==> config.mk <==
export PLATFORM = sky130hd
export DESIGN_NAME = rs485_poll_sched_flat
export DESIGN_NICKNAME = d
export VERILOG_FILES = /design/src/rtl/rs485_poll_pkg.sv /design/src/rtl/rs485_poll_sched_if.sv /design/src/rtl/rs485_poll_sched_timer.sv /design/src/rtl/rs485_poll_sched.sv /design/src/flat_wrapper.sv
export SDC_FILE = /design/constraint.sdc
export NUM_CORES = 1
export LEC_CHECK = 0
export CAP_MARGIN = 20
export CORE_MARGIN = 4
export CORE_UTILIZATION = 51
export DETAILED_ROUTE_END_ITERATION = 16
export MAX_ROUTING_LAYER = met4
export PLACE_DENSITY_LB_ADDON = 0.08
export SKIP_CTS_REPAIR_TIMING = 1
export SYNTH_ARGS = -nofsm -noshare
export SYNTH_HDL_FRONTEND = slang
export SYNTH_SLANG_ARGS = --single-unit
==> constraint.sdc <==
create_clock -name clk80MHz -period 2.35 [get_ports clk80MHz]
set_input_delay 0.47 -clock clk80MHz [delete_from_list [all_inputs] [get_ports clk80MHz]]
set_output_delay 0.47 -clock clk80MHz [all_outputs]
set_load 0.1 [all_outputs]
==> src/rtl/rs485_poll_pkg.sv <==
// Shared constants and FSM state encodings for the RS485 two-channel poll scheduler.
package rs485_poll_pkg;

  localparam int unsigned IDX_W         = 5;
  localparam int unsigned TO_W          = 16;
  localparam int unsigned PKT_BYTES_DEF = 20;
  localparam logic [7:0]  REQ_CODE_DEF  = 8'hA5;

  typedef logic [2:0] state_t;

  localparam state_t ST_IDLE     = 3'd0;
  localparam state_t ST_TX_SETUP = 3'd1;
  localparam state_t ST_TX_SEND  = 3'd2;
  localparam state_t ST_TX_HOLD  = 3'd3;
  localparam state_t ST_RX_WAIT  = 3'd4;
  localparam state_t ST_DONE     = 3'd5;

endpackage

==> src/rtl/rs485_poll_sched_if.sv <==
// UART core, frame buffer and packet status bus of the poll scheduler.
// pkt_cks_err exists only when POLL_CHECKSUM_EN is defined.
interface rs485_poll_sched_if;
  import rs485_poll_pkg::*;

  logic             tx_start;
  logic [7:0]       tx_data;
  logic             tx_busy;
  logic [1:0]       rx_valid;
  logic [15:0]      rx_data;
  logic             buf_we;
  logic [IDX_W:0]   buf_addr;
  logic [7:0]       buf_wdata;
  logic             pkt_done;
  logic             pkt_ch;
  logic             pkt_timeout;
  logic [IDX_W-1:0] pkt_len;
`ifdef POLL_CHECKSUM_EN
  logic             pkt_cks_err;
`endif

  modport master (
    output tx_start, tx_data, buf_we, buf_addr, buf_wdata,
    output pkt_done, pkt_ch, pkt_timeout, pkt_len,
`ifdef POLL_CHECKSUM_EN
    output pkt_cks_err,
`endif
    input  tx_busy, rx_valid, rx_data
  );

  modport slave (
    input  tx_start, tx_data, buf_we, buf_addr, buf_wdata,
    input  pkt_done, pkt_ch, pkt_timeout, pkt_len,
`ifdef POLL_CHECKSUM_EN
    input  pkt_cks_err,
`endif
    output tx_busy, rx_valid, rx_data
  );

endinterface

==> src/rtl/rs485_poll_sched_timer.sv <==
// Loadable down-counter with a registered expired flag (count == 0), shared by guard and RX timeout.
module poll_timer
  import rs485_poll_pkg::*;
(
  input  logic            clk,
  input  logic            rst,
  input  logic            load_i,
  input  logic [TO_W-1:0] val_i,
  output logic            expired_o
);

  logic [TO_W-1:0] cnt_q, cnt_d;
  logic            exp_q, exp_d;

  always_comb begin
    cnt_d = cnt_q;
    exp_d = exp_q;
    if (load_i) begin
      cnt_d = val_i;
      exp_d = (val_i == '0);
    end else if (cnt_q != '0) begin
      cnt_d = cnt_q - TO_W'(1);
      exp_d = (cnt_q == TO_W'(1));
    end
  end

  always_ff @(posedge clk or posedge rst) begin
    if (rst) begin
      cnt_q <= '0;
      exp_q <= 1'b1;
    end else begin
      cnt_q <= cnt_d;
      exp_q <= exp_d;
    end
  end

  assign expired_o = exp_q;

endmodule

==> src/rtl/rs485_poll_sched.sv <==
// Polls RS485 ch0 then ch1 per poll_tick: request byte, turnaround, reply capture into the frame buffer.
// Optional POLL_CHECKSUM_EN: last reply byte is an XOR checksum, reported on pkt_cks_err.
module rs485_poll_sched
  import rs485_poll_pkg::*;
#(
  parameter int unsigned PKT_BYTES      = PKT_BYTES_DEF,
  parameter logic [7:0]  REQ_CODE       = REQ_CODE_DEF,
  parameter int unsigned GUARD_CYC      = 80,
  parameter int unsigned RX_TIMEOUT_CYC = 4000
) (
  input  logic                      clk80MHz,
  input  logic                      rst,
  input  logic                      poll_tick,
  rs485_poll_sched_if.master        bus,
  output logic                      UART_dTX1,
  output logic                      UART_dRX1,
  output logic                      UART_dTX2,
  output logic                      UART_dRX2,
  output logic                      tick_miss
);

  // Loading N-1 makes the flag rise exactly N cycles after the load.
  localparam logic [TO_W-1:0] GUARD_LD = TO_W'(GUARD_CYC - 1);
  localparam logic [TO_W-1:0] RXTO_LD  = TO_W'(RX_TIMEOUT_CYC - 1);

  state_t           state_q, state_d;
  logic             ch_q, ch_d;
  logic [IDX_W-1:0] idx_q, idx_d;
  logic             first_q, first_d;
  logic             busy_q;
  logic             tmr_load, tmr_exp;
  logic [TO_W-1:0]  tmr_val;

  logic             tx_start_q, tx_start_d;
  logic [7:0]       tx_data_q, tx_data_d;
  logic             buf_we_q, buf_we_d;
  logic [IDX_W:0]   buf_addr_q, buf_addr_d;
  logic [7:0]       buf_wdata_q, buf_wdata_d;
  logic             pkt_done_q, pkt_done_d;
  logic             pkt_ch_q, pkt_ch_d;
  logic [IDX_W-1:0] pkt_len_q, pkt_len_d;
  logic             pkt_to_q, pkt_to_d;
  logic             tick_miss_q, tick_miss_d;
  logic [1:0]       dtx_q, dtx_d, drx_q, drx_d;

  logic             rx_hit, last_byte, tx_phase;
  logic [7:0]       rx_byte;
`ifdef POLL_CHECKSUM_EN
  logic [7:0]       cks_q, cks_d;
  logic             cks_err_q, cks_err_d;
`endif

  assign rx_hit    = bus.rx_valid[ch_q];
  assign rx_byte   = ch_q ? bus.rx_data[15:8] : bus.rx_data[7:0];
  assign last_byte = (({1'b0, idx_q} + (IDX_W+1)'(1)) == (IDX_W+1)'(PKT_BYTES));

  poll_timer u_timer (
    .clk       (clk80MHz),
    .rst       (rst),
    .load_i    (tmr_load),
    .val_i     (tmr_val),
    .expired_o (tmr_exp)
  );

  always_comb begin
    state_d     = state_q;
    ch_d        = ch_q;
    idx_d       = idx_q;
    first_d     = 1'b0;
    tmr_load    = 1'b0;
    tmr_val     = '0;
    tx_start_d  = 1'b0;
    tx_data_d   = tx_data_q;
    buf_we_d    = 1'b0;
    buf_addr_d  = buf_addr_q;
    buf_wdata_d = buf_wdata_q;
    pkt_done_d  = 1'b0;
    pkt_ch_d    = pkt_ch_q;
    pkt_len_d   = pkt_len_q;
    pkt_to_d    = pkt_to_q;
    tick_miss_d = poll_tick && (state_q != ST_IDLE);
`ifdef POLL_CHECKSUM_EN
    cks_d       = cks_q;
    cks_err_d   = cks_err_q;
`endif

    case (state_q)
      ST_IDLE: begin
        if (poll_tick) begin
          ch_d     = 1'b0;
          state_d  = ST_TX_SETUP;
          tmr_load = 1'b1;
          tmr_val  = GUARD_LD;
        end
      end
      ST_TX_SETUP: begin
        if (tmr_exp) begin
          tx_start_d = 1'b1;
          tx_data_d  = REQ_CODE;
          first_d    = 1'b1;
          state_d    = ST_TX_SEND;
        end
      end
      ST_TX_SEND: begin
        // The cycle carrying tx_start cannot show a genuine end of transmission.
        if (!first_q && busy_q && !bus.tx_busy) begin
          state_d  = ST_TX_HOLD;
          tmr_load = 1'b1;
          tmr_val  = GUARD_LD;
        end
      end
      ST_TX_HOLD: begin
        if (tmr_exp) begin
          state_d  = ST_RX_WAIT;
          idx_d    = '0;
          tmr_load = 1'b1;
          tmr_val  = RXTO_LD;
`ifdef POLL_CHECKSUM_EN
          cks_d    = '0;
`endif
        end
      end
      ST_RX_WAIT: begin
        if (rx_hit) begin
          buf_we_d    = 1'b1;
          buf_addr_d  = {ch_q, idx_q};
          buf_wdata_d = rx_byte;
          idx_d       = (&idx_q) ? idx_q : idx_q + IDX_W'(1);
          tmr_load    = 1'b1;
          tmr_val     = RXTO_LD;
`ifdef POLL_CHECKSUM_EN
          if (last_byte) cks_err_d = (cks_q != rx_byte);
          else           cks_d     = cks_q ^ rx_byte;
`endif
          if (last_byte) begin
            state_d    = ST_DONE;
            pkt_done_d = 1'b1;
            pkt_ch_d   = ch_q;
            pkt_len_d  = idx_d;
            pkt_to_d   = 1'b0;
          end
        end else if (tmr_exp) begin
          state_d    = ST_DONE;
          pkt_done_d = 1'b1;
          pkt_ch_d   = ch_q;
          pkt_len_d  = idx_q;
          pkt_to_d   = 1'b1;
`ifdef POLL_CHECKSUM_EN
          cks_err_d  = 1'b0;
`endif
        end
      end
      ST_DONE: begin
        if (!ch_q) begin
          ch_d     = 1'b1;
          state_d  = ST_TX_SETUP;
          tmr_load = 1'b1;
          tmr_val  = GUARD_LD;
        end else begin
          state_d  = ST_IDLE;
        end
      end
      default: state_d = ST_IDLE;
    endcase

    // Direction lines follow the next state so driver/receiver switch in the same cycle.
    tx_phase = (state_d == ST_TX_SETUP) || (state_d == ST_TX_SEND) || (state_d == ST_TX_HOLD);
    dtx_d[0] = tx_phase && !ch_d;
    dtx_d[1] = tx_phase && ch_d;
    drx_d[0] = !((state_d == ST_RX_WAIT) && !ch_d);
    drx_d[1] = !((state_d == ST_RX_WAIT) && ch_d);
  end

  always_ff @(posedge clk80MHz or posedge rst) begin
    if (rst) begin
      state_q     <= ST_IDLE;
      ch_q        <= 1'b0;
      idx_q       <= '0;
      first_q     <= 1'b0;
      busy_q      <= 1'b0;
      tx_start_q  <= 1'b0;
      tx_data_q   <= '0;
      buf_we_q    <= 1'b0;
      buf_addr_q  <= '0;
      buf_wdata_q <= '0;
      pkt_done_q  <= 1'b0;
      pkt_ch_q    <= 1'b0;
      pkt_len_q   <= '0;
      pkt_to_q    <= 1'b0;
      tick_miss_q <= 1'b0;
      dtx_q       <= 2'b00;
      drx_q       <= 2'b11;
    end else begin
      state_q     <= state_d;
      ch_q        <= ch_d;
      idx_q       <= idx_d;
      first_q     <= first_d;
      busy_q      <= bus.tx_busy;
      tx_start_q  <= tx_start_d;
      tx_data_q   <= tx_data_d;
      buf_we_q    <= buf_we_d;
      buf_addr_q  <= buf_addr_d;
      buf_wdata_q <= buf_wdata_d;
      pkt_done_q  <= pkt_done_d;
      pkt_ch_q    <= pkt_ch_d;
      pkt_len_q   <= pkt_len_d;
      pkt_to_q    <= pkt_to_d;
      tick_miss_q <= tick_miss_d;
      dtx_q       <= dtx_d;
      drx_q       <= drx_d;
    end
  end

`ifdef POLL_CHECKSUM_EN
  always_ff @(posedge clk80MHz or posedge rst) begin
    if (rst) begin
      cks_q     <= '0;
      cks_err_q <= 1'b0;
    end else begin
      cks_q     <= cks_d;
      cks_err_q <= cks_err_d;
    end
  end

  assign bus.pkt_cks_err = cks_err_q;
`endif

  assign bus.tx_start    = tx_start_q;
  assign bus.tx_data     = tx_data_q;
  assign bus.buf_we      = buf_we_q;
  assign bus.buf_addr    = buf_addr_q;
  assign bus.buf_wdata   = buf_wdata_q;
  assign bus.pkt_done    = pkt_done_q;
  assign bus.pkt_ch      = pkt_ch_q;
  assign bus.pkt_len     = pkt_len_q;
  assign bus.pkt_timeout = pkt_to_q;
  assign UART_dTX1       = dtx_q[0];
  assign UART_dTX2       = dtx_q[1];
  assign UART_dRX1       = drx_q[0];
  assign UART_dRX2       = drx_q[1];
  assign tick_miss       = tick_miss_q;

endmodule
==> src/flat_wrapper.sv <==
// flat-port wrapper written by rule: the top's interface ports become plain ports
module rs485_poll_sched_flat import rs485_poll_pkg::*;
#(
  parameter int unsigned PKT_BYTES      = PKT_BYTES_DEF,
  parameter logic [7:0]  REQ_CODE       = REQ_CODE_DEF,
  parameter int unsigned GUARD_CYC      = 80,
  parameter int unsigned RX_TIMEOUT_CYC = 4000
)
  (clk80MHz, rst, poll_tick, UART_dTX1, UART_dRX1, UART_dTX2, UART_dRX2, tick_miss, bus_tx_start, bus_tx_data, bus_buf_we, bus_buf_addr, bus_buf_wdata, bus_pkt_done, bus_pkt_ch, bus_pkt_timeout, bus_pkt_len, bus_tx_busy, bus_rx_valid, bus_rx_data);
  rs485_poll_sched_if bus_i ();
  input  logic clk80MHz;
  input  logic rst;
  input  logic poll_tick;
  output logic UART_dTX1;
  output logic UART_dRX1;
  output logic UART_dTX2;
  output logic UART_dRX2;
  output logic tick_miss;
  output wire logic [$bits(bus_i.tx_start)-1:0] bus_tx_start;
  output wire logic [$bits(bus_i.tx_data)-1:0] bus_tx_data;
  output wire logic [$bits(bus_i.buf_we)-1:0] bus_buf_we;
  output wire logic [$bits(bus_i.buf_addr)-1:0] bus_buf_addr;
  output wire logic [$bits(bus_i.buf_wdata)-1:0] bus_buf_wdata;
  output wire logic [$bits(bus_i.pkt_done)-1:0] bus_pkt_done;
  output wire logic [$bits(bus_i.pkt_ch)-1:0] bus_pkt_ch;
  output wire logic [$bits(bus_i.pkt_timeout)-1:0] bus_pkt_timeout;
  output wire logic [$bits(bus_i.pkt_len)-1:0] bus_pkt_len;
  input wire logic [$bits(bus_i.tx_busy)-1:0] bus_tx_busy;
  input wire logic [$bits(bus_i.rx_valid)-1:0] bus_rx_valid;
  input wire logic [$bits(bus_i.rx_data)-1:0] bus_rx_data;
  assign bus_tx_start = bus_i.tx_start;
  assign bus_tx_data = bus_i.tx_data;
  assign bus_buf_we = bus_i.buf_we;
  assign bus_buf_addr = bus_i.buf_addr;
  assign bus_buf_wdata = bus_i.buf_wdata;
  assign bus_pkt_done = bus_i.pkt_done;
  assign bus_pkt_ch = bus_i.pkt_ch;
  assign bus_pkt_timeout = bus_i.pkt_timeout;
  assign bus_pkt_len = bus_i.pkt_len;
  assign bus_i.tx_busy = bus_tx_busy;
  assign bus_i.rx_valid = bus_rx_valid;
  assign bus_i.rx_data = bus_rx_data;
  rs485_poll_sched #(.PKT_BYTES(PKT_BYTES), .REQ_CODE(REQ_CODE), .GUARD_CYC(GUARD_CYC), .RX_TIMEOUT_CYC(RX_TIMEOUT_CYC)) u_core (.clk80MHz(clk80MHz), .rst(rst), .poll_tick(poll_tick), .bus(bus_i), .UART_dTX1(UART_dTX1), .UART_dRX1(UART_dRX1), .UART_dTX2(UART_dTX2), .UART_dRX2(UART_dRX2), .tick_miss(tick_miss));
endmodule
==> summary.md, run 1 <==
| Metric | Value |
|---|---|
| Status | finished clean |
| Met3 global-route usage | 4.45% |
| Post-Syn Area | 2830 sq um |
| Layout cells sized above 1 | 24.0% |
| Critical path's slowest cell | mux2_2 |
| Yosys Warn Count | 0 |
| P per Cell Area | 910 nW/um^2 |
| Xor/xnor cell area share of the yosys netlist | 3.72% |
| Post-synthesis adder-cell area fraction | 2.21% |
| P&R area growth vs syn | 28.0% |
| Die ar. | 6800 sq um |
| Peak VDD IR | 0.846 mV |
| TritonCTS clock tree | done |
| Critical-path maximum fanout | 10 |
| Worst hold-check path type | flip-flop to flip-flop |
| Reg-to-reg slack, setup | 0.20 ns |
| Routability Congestion | 0.822 |
| Hold EP | u_core.bus.buf_addr[1] |
| Total CTS buffers | 9 |
| RSZ-0062 raised after global routing | no |
| WHS Path Cells | 2 |
| Max incr delay on CP | 0.38 ns |
| Root Driver | clkbuf_8 |
| Overall global routing resource usage | 20.0% |
| Yosys cell types | 47 |
| Pleak | 0.00170 uW |
| Max_cap viols | 0 |
| Final setup fails | 0 |
| Max Clock Freq | 0.466 GHz |
| Core area | 5240 sq um |
| Final instance area | 3620 sq um |
| Post-route ant nets | 0 |
| Max-slew headroom | 62.2% |
| Die X | 82.5 um |
| Worst path arrival time | 2.36 ns |
| Setup Skew | 0.00788 ns |
| Final Cycle Share | 91.3% |
| Clock network power share | 24.2% |
| Via density per instance | 5.30 |
| First-pass GRT wire length | 9870 um |
| CTS clk-pin slew, worst paths | 0.06 ns |
| Hold Path Origin | u_core.bus.buf_addr[1] |
| Vias in the first global route | 2111 |
| N_diodes | 0 |
| PortBufs | 54 |
| First-pass detailed-route iteration total | 4 |
| H-Tree Depth | 3 |
| Clock sink total | 57 |
| WL final | 5980 um |
| FILL cells | 424 |
| Ys flop type | dfrtp_1 |
| Compound-gate portion of the synthesized area | 10.4% |
| Worst-Margin Slew | 0.561 ns |
| Met2 GRT Util | 30.0% |
| Family with the most delay on the worst path | simple AND/OR/NAND/NOR gates |
| DRT iter0 DRCs | 107 |
| Nets | 372 |
| Reg2reg start | u_core.idx_q[0] |
| Sequential power share | 39.6% |
| Critical R2R Capture | u_core.bus.pkt_len[4] |
| Register area share after synthesis | 50.6% |
| GRT Residual Overflow | 0 |
| Startpoint Class | flip-flop |
| Yosys reg bits | 57 |
| Final Hold Vio Count | 0 |
| Post-synthesis mux area share | 7.92% |
| Post-DP HPWL | 4460 um |
| Met1 Usage GRT | 26.0% |
| WS Path Type | flip-flop to flip-flop |
| Post-Synth Simple-Gate Area | 20.0% |
| Die height | 82.5 um |
| Critical Path RT | 2.56 ns |
| Crit. End Element | flip-flop |
| Vias | 2227 |
| Post-synth EDFFs | 0 |
| Detailed-route wire length per cell | 14.2 um |
| Largest family of logic cells by synthesized area | simple AND/OR/NAND/NOR gates |
| Slew Viols, Final | 0 |
| Number of remaining DRC errors | 0 |
| Initial antenna violation count | 0 |
| Placement row count | 26 |
| Internal power | 2010 uW |
| Cell breakdown of the critical path | ha_1, nand3_1, ha_1, nor4bb_1, mux2i_1, nor2_4, mux2_2 |
| Reg2reg path depth | 7 |
| Net Sw Power | 1290 uW |
| Post-Synthesis Cells | 276 |
| Cell mode on critical path | ha_1 |
| CP bufs+invs | 0 |
| Worst-Skew Late Latency | 0.33 ns |
| Initial core utilization | 54.0% |
| Pin count of the biggest net entering global routing | 25 |
| CTS Buffer Depth | 2 |
| Top Usage Layer GRT | met2 |
| Sw Ratio | 39.2% |
| Combinational fraction of design power | 36.3% |
| Async SR Flop Fraction | 100% |
| Sum of negative setup slack | 0 ns |
| Syn Area/Cell | 10.2 sq um |
| Fin crit period | 2.15 ns |
| I/O pin count | 59 |
| Cell Area, Placed | 3440 sq um |
==> layout make-up <==
class / instances / area [sq um] / share of cell area, %
Inverter: 9 / 33.8 / 0.933
Clock buffer: 16 / 170 / 4.70
Sequential cell: 57 / 1430 / 39.5
Tap cell: 70 / 87.6 / 2.42
Timing Repair Buffer: 75 / 628 / 17.4
Multi-Input combinational cell: 193 / 1270 / 35.1
==> cell families (layout without fill, tap and decap cells) <==
kind of cell / after synthesis / in the layout
AOI/OAI and AO/OA: 46 / 46
xor gates and xnor gates: 12 / 12
adders and majority gates: 5 / 5
buffers and inverters: 29 / 100
DFF: 57 / 57
muxes: 21 / 21
other: 1 / 4
and+or+nand+nor: 105 / 105
==> synth_stat cells (3+ instances only) <==
cell,n,area share [%]
nand3_1,8,1.4
buf_2,6,1.1
and3_1,3,0.66
nand2b_1,4,0.88
xnor2_1,5,1.5
clkbuf_1,6,0.80
nand4_1,3,0.66
mux2_2,8,3.2
nor3b_1,3,0.80
inv_1,8,1.1
o31a_1,3,0.93
xor2_1,7,2.2
nand3b_1,4,1.1
nor2_1,19,2.5
nand2_1,30,4.0
o31ai_1,8,2.1
ha_1,5,2.2
mux2i_1,12,4.2
dfstp_2,3,2.8
buf_4,7,1.9
o21ai_0,15,2.7
or3_1,4,0.88
nor3_1,4,0.71
dfrtp_1,54,48
nor4_1,6,1.3
nand4b_1,4,1.2
a21oi_1,11,1.9
==> stage by stage <==
| stage | hold WS, ns | setup WS (ns) | power (uW) | utilization (%) | std cells |
|---|---|---|---|---|---|
| CTS | 0.482 | 0.0843 | 3320 | 69.0 | 420 |
| global route | 0.513 | 0.00960 | 3500 | 69.1 | 420 |
| floorplan | 0.501 | 0.274 | 2220 | - | 279 |
| finish | 0.478 | 0.204 | 3300 | 69.1 | 420 |
| detailed placement | 0.466 | 0.0576 | 2500 | 65.8 | 404 |
| global placement | 0.460 | 0.131 | 2490 | 65.8 | 404 |
==> worst max path at each step <==
stage                          from               endpoint  slack [ns]  cells past startpoint
finish              u_core.idx_q[0]  u_core.bus.pkt_len[4]        0.20                      7
floorplan           u_core.idx_q[0]      u_core.bus.pkt_ch        0.27                      7
global route        u_core.idx_q[0]  u_core.bus.pkt_len[2]        0.01                      7
detailed placement  bus_rx_valid[0]  u_core.bus.pkt_len[4]        0.06                      5
global placement    bus_rx_valid[0]  u_core.bus.pkt_len[1]        0.13                      5
CTS                 u_core.idx_q[0]  u_core.bus.pkt_len[4]        0.08                      7
==> power by group through the flow <==
stage	logic, uW	clock network, uW	registers (uW)
5_1_grt	1300	871	1330
3_3_place_gp	1180	0	1310
2_1_floorplan	824	0	1400
3_5_place_dp	1190	0	1310
4_1_cts	1200	820	1300
6_report	1200	797	1300
==> sequential cells by signal, summed over array words and instances (netlist names) <==
signal                    cells
u_core.u_timer.cnt_q         16
u_core.bus.buf_wdata          8
u_core.bus.buf_addr           6
u_core.bus.pkt_len            5
u_core.idx_q                  5
u_core.state_q                3
u_core.drx_q                  2
u_core.dtx_q                  2
u_core.bus.buf_we             1
u_core.bus.pkt_ch             1
u_core.bus.pkt_done           1
u_core.bus.pkt_timeout        1
u_core.bus.tx_data            1
u_core.busy_q                 1
u_core.ch_q                   1
u_core.first_q                1
u_core.tick_miss              1
u_core.u_timer.expired_o      1
==> placed cells by master, fill, tap and decap left out, drive strengths merged, types with 2 or more instances in the layout <==
master         Yosys  routed
a21oi             11      11
buf               13      54
nor4b              2       2
ha                 5       5
mux2               8       8
or3                4       4
nor3b              3       3
a22o               2       2
clkbuf             7      16
nand2b             4       4
o21ai             15      15
xnor2              5       5
dfstp              3       3
dfrtp             54      54
nand4              3       3
xor2               7       7
or2                2       2
nor2              20      20
and3               3       3
o31a               3       3
inv                8       8
mux2i             13      13
nand2             30      30
conb               1       4
nand4b             4       4
clkdlybuf4s50      0      21
nor4               6       6
or4                4       4
nand3              8       8
nor3               4       4
a21o               2       2
o31ai              8       8
nand3b             4       4
==> tightest hold or removal path, delay by kind of cell (launching register included) <==
kind / cells / cell delay [ns]
and+or+nand+nor: 2 / 0.11
DFF: 1 / 0.34
==> metal layers <==
metal / part of all wire, % / vias up
met4: 1.9 / 0
met5: 0 / -
met3: 5.4 / 12
li1: - / 1111
met1: 48 / 1055
met2: 45 / 49
No activity file was read; power rests on OpenSTA's default activity.
==> inputs of run 2 (changes only) <==
- TNS_END_PERCENT: not set -> 5
==> results of run 2 <==
Same layout as run 1: the final DEF is identical, and so are final timing and power.
==> inputs of run 3 (changes only) <==
- CORE_UTILIZATION: 51 -> 53
- PLACE_DENSITY: not set -> 0.82
- PLACE_DENSITY_LB_ADDON: 0.08 -> not set
- clock period: 2.35 -> 2.5 ns (I/O delays scaled with it)
==> summary.md, run 3 (synthesis gave the netlist of run 1 again) <==
| Metric | Value |
|---|---|
| I/O pin count | 59 (unchanged) |
| Most frequent cells in the layout | dfrtp_1 (54), buf_4 (41), nand2_1 (30) (was dfrtp_1 (54), buf_4 (53), nand2_1 (30)) |
| Final Cycle Share | 90.1% (was 91.3%) |
| Most flops, register | u_core.u_timer.cnt_q (unchanged) |
| Overall global routing resource usage | 20.5% (was 20.0%) |
| Overall Power | 3480 uW (was 3300 uW) |
| Die ar. | 6570 sq um (was 6800 sq um) |
| PortBufs | 54 (unchanged) |
| Startpoint Class | flip-flop (unchanged) |
| DRT iter0 DRCs | 136 (was 107) |
| Status | finished clean (unchanged) |
| Detailed-route wire length per cell | 15.1 um (was 14.2 um) |
| Final Hold Vio Count | 0 (unchanged) |
| Critical Path RT | 2.71 ns (was 2.56 ns) |
| Worst-Margin Slew | 0.673 ns (was 0.561 ns) |
| Crit. End Element | flip-flop (unchanged) |
| Worst hold slack | 0.482 ns (was 0.478 ns) |
| Max incr delay on CP | 0.43 ns (was 0.38 ns) |
| Initial core utilization | 55.0% (was 54.0%) |
| CTS Buffer Depth | 2 (unchanged) |
| Nets | 360 (was 372) |
| Most common cell after layout, fill and taps aside | dfrtp_1 (unchanged) |
| Worst hold-check path type | flip-flop to flip-flop (unchanged) |
| Initial antenna violation count | 0 (unchanged) |
| TritonCTS clock tree | done (unchanged) |
| Worst-Skew Late Latency | 0.33 ns (about the same) |
| Slew Viols, Final | 0 (unchanged) |
| Max-slew headroom | 54.7% (was 62.2%) |
| P per Cell Area | 957 nW/um^2 (was 910 nW/um^2) |
| Layout cells sized above 1 | 22.8% (was 24.0%) |
| Die height | 81.0 um (was 82.5 um) |
| Vias in the first global route | 2127 (was 2111) |
| Critical-path maximum fanout | 10 (unchanged) |
| Final setup fails | 0 (unchanged) |
| Placement row count | 26 (unchanged) |
| Core area | 5140 sq um (was 5240 sq um) |
| Peak VDD IR | 0.551 mV (was 0.846 mV) |
| N_diodes | 0 (unchanged) |
| Cell breakdown of the critical path | ha_1, nand3_1, ha_1, nor4bb_1, mux2i_1, nor2_4, mux2_2 (unchanged) |
| Number of remaining DRC errors | 0 (unchanged) |
| Max Clock Freq | 0.444 GHz (was 0.466 GHz) |
| Routability Congestion | 0.854 (was 0.822) |
| Fin crit period | 2.25 ns (was 2.15 ns) |
| Reg2reg path depth | 7 (unchanged) |
| Sum of negative setup slack | 0 ns (unchanged) |
| Root Driver | clkbuf_8 (unchanged) |
| Post-DP HPWL | 4310 um (was 4460 um) |
| Pin count of the biggest net entering global routing | 33 (was 25) |
| Cell mode on critical path | ha_1 (unchanged) |
| Die X | 81.0 um (was 82.5 um) |
| Vias | 2244 (was 2227) |
| Total CTS buffers | 9 (unchanged) |
| Critical path's slowest cell | dfrtp_1 (was mux2_2) |
| Clock sink total | 57 (unchanged) |
| Post-route ant nets | 0 (unchanged) |
| Setup Skew | 0.00736 ns (was 0.00788 ns) |
| Via density per instance | 5.50 (was 5.30) |
| P&R area growth vs syn | 28.6% (was 28.0%) |
| CTS clk-pin slew, worst paths | 0.06 ns (about the same) |
| Pleak | 0.00169 uW (was 0.00170 uW) |
| First-pass detailed-route iteration total | 4 (unchanged) |
| WS Path Type | flip-flop to flip-flop (unchanged) |
| GRT Residual Overflow | 0 (unchanged) |
| Max reg flops | 16 (unchanged) |
| WL final | 6140 um (was 5980 um) |
| Worst path arrival time | 2.46 ns (was 2.36 ns) |
| First-pass GRT wire length | 9990 um (was 9870 um) |
| RSZ-0062 raised after global routing | no (unchanged) |
| Max_cap viols | 0 (unchanged) |
| WHS Path Cells | 2 (unchanged) |
| H-Tree Depth | 3 (unchanged) |
==> run 3: where the power goes <==
group / switching, uW / leakage (uW) / internal (uW)
clock: 353 / 0.000140 / 816
sequential: 183 / 0.000753 / 1060
combinational: 704 / 0.000800 / 367
total: 1240 / 0.00169 / 2240
==> run 3: per-layer routing <==
layer  wire length [um]  share of wire (%)  track usage (%)  vias to the layer above
met3                336                5.5             4.32                       13
met5                  0                  0                -                        -
met4                120                2.0             10.3                        0
met2               2920                 47             30.4                       57
met1               2770                 45             26.6                     1087
li1                   -                  -                -                     1087
==> run 3: cell type report <==
class                           count  area, sq um
Fill cell                         361         1500
Sequential cell                    57         1430
Multi-Input combinational cell    193         1270
Timing Repair Buffer               63          538
Clock buffer                       11          151
Clock inverter                      5          125
Tap cell                           70         87.6
Inverter                            9         33.8
==> run 3: stage by stage <==
step	std cells	cell area, sq um	util, %	setup slack (ns)
2_1_floorplan	279	2840	-	0.424
6_report	408	3640	70.7	0.248
3_5_place_dp	392	3350	65.3	0.184
4_1_cts	408	3630	70.6	0.142
5_1_grt	408	3640	70.7	0.110
3_3_place_gp	392	3350	65.3	0.238
==> run 3: path summary, 6_finish.rpt <==
| check | startpoint | end | slack (ns) |
|---|---|---|---|
| setup reg to reg | u_core.idx_q[0] | u_core.bus.pkt_len[2] | 0.25 |
| hold / removal | u_core.bus.buf_addr[2] | u_core.bus.buf_addr[2] | 0.48 |
| max in group asynchronous | rst | u_core.u_timer.expired_o | 1.33 |
| min in group asynchronous | rst | u_core.bus.pkt_len[0] | 0.55 |
| setup / recovery | u_core.idx_q[0] | u_core.bus.pkt_len[2] | 0.25 |
| hold reg to reg | u_core.bus.buf_addr[2] | u_core.bus.buf_addr[2] | 0.48 |
==> run 3: worst max-delay path, delay by kind of cell, from the launching register on <==
family	cells	cell delay, ns
and+or+nand+nor	3	0.65
muxes	2	0.56
adders and majority gates	2	0.49
DFF	1	0.43
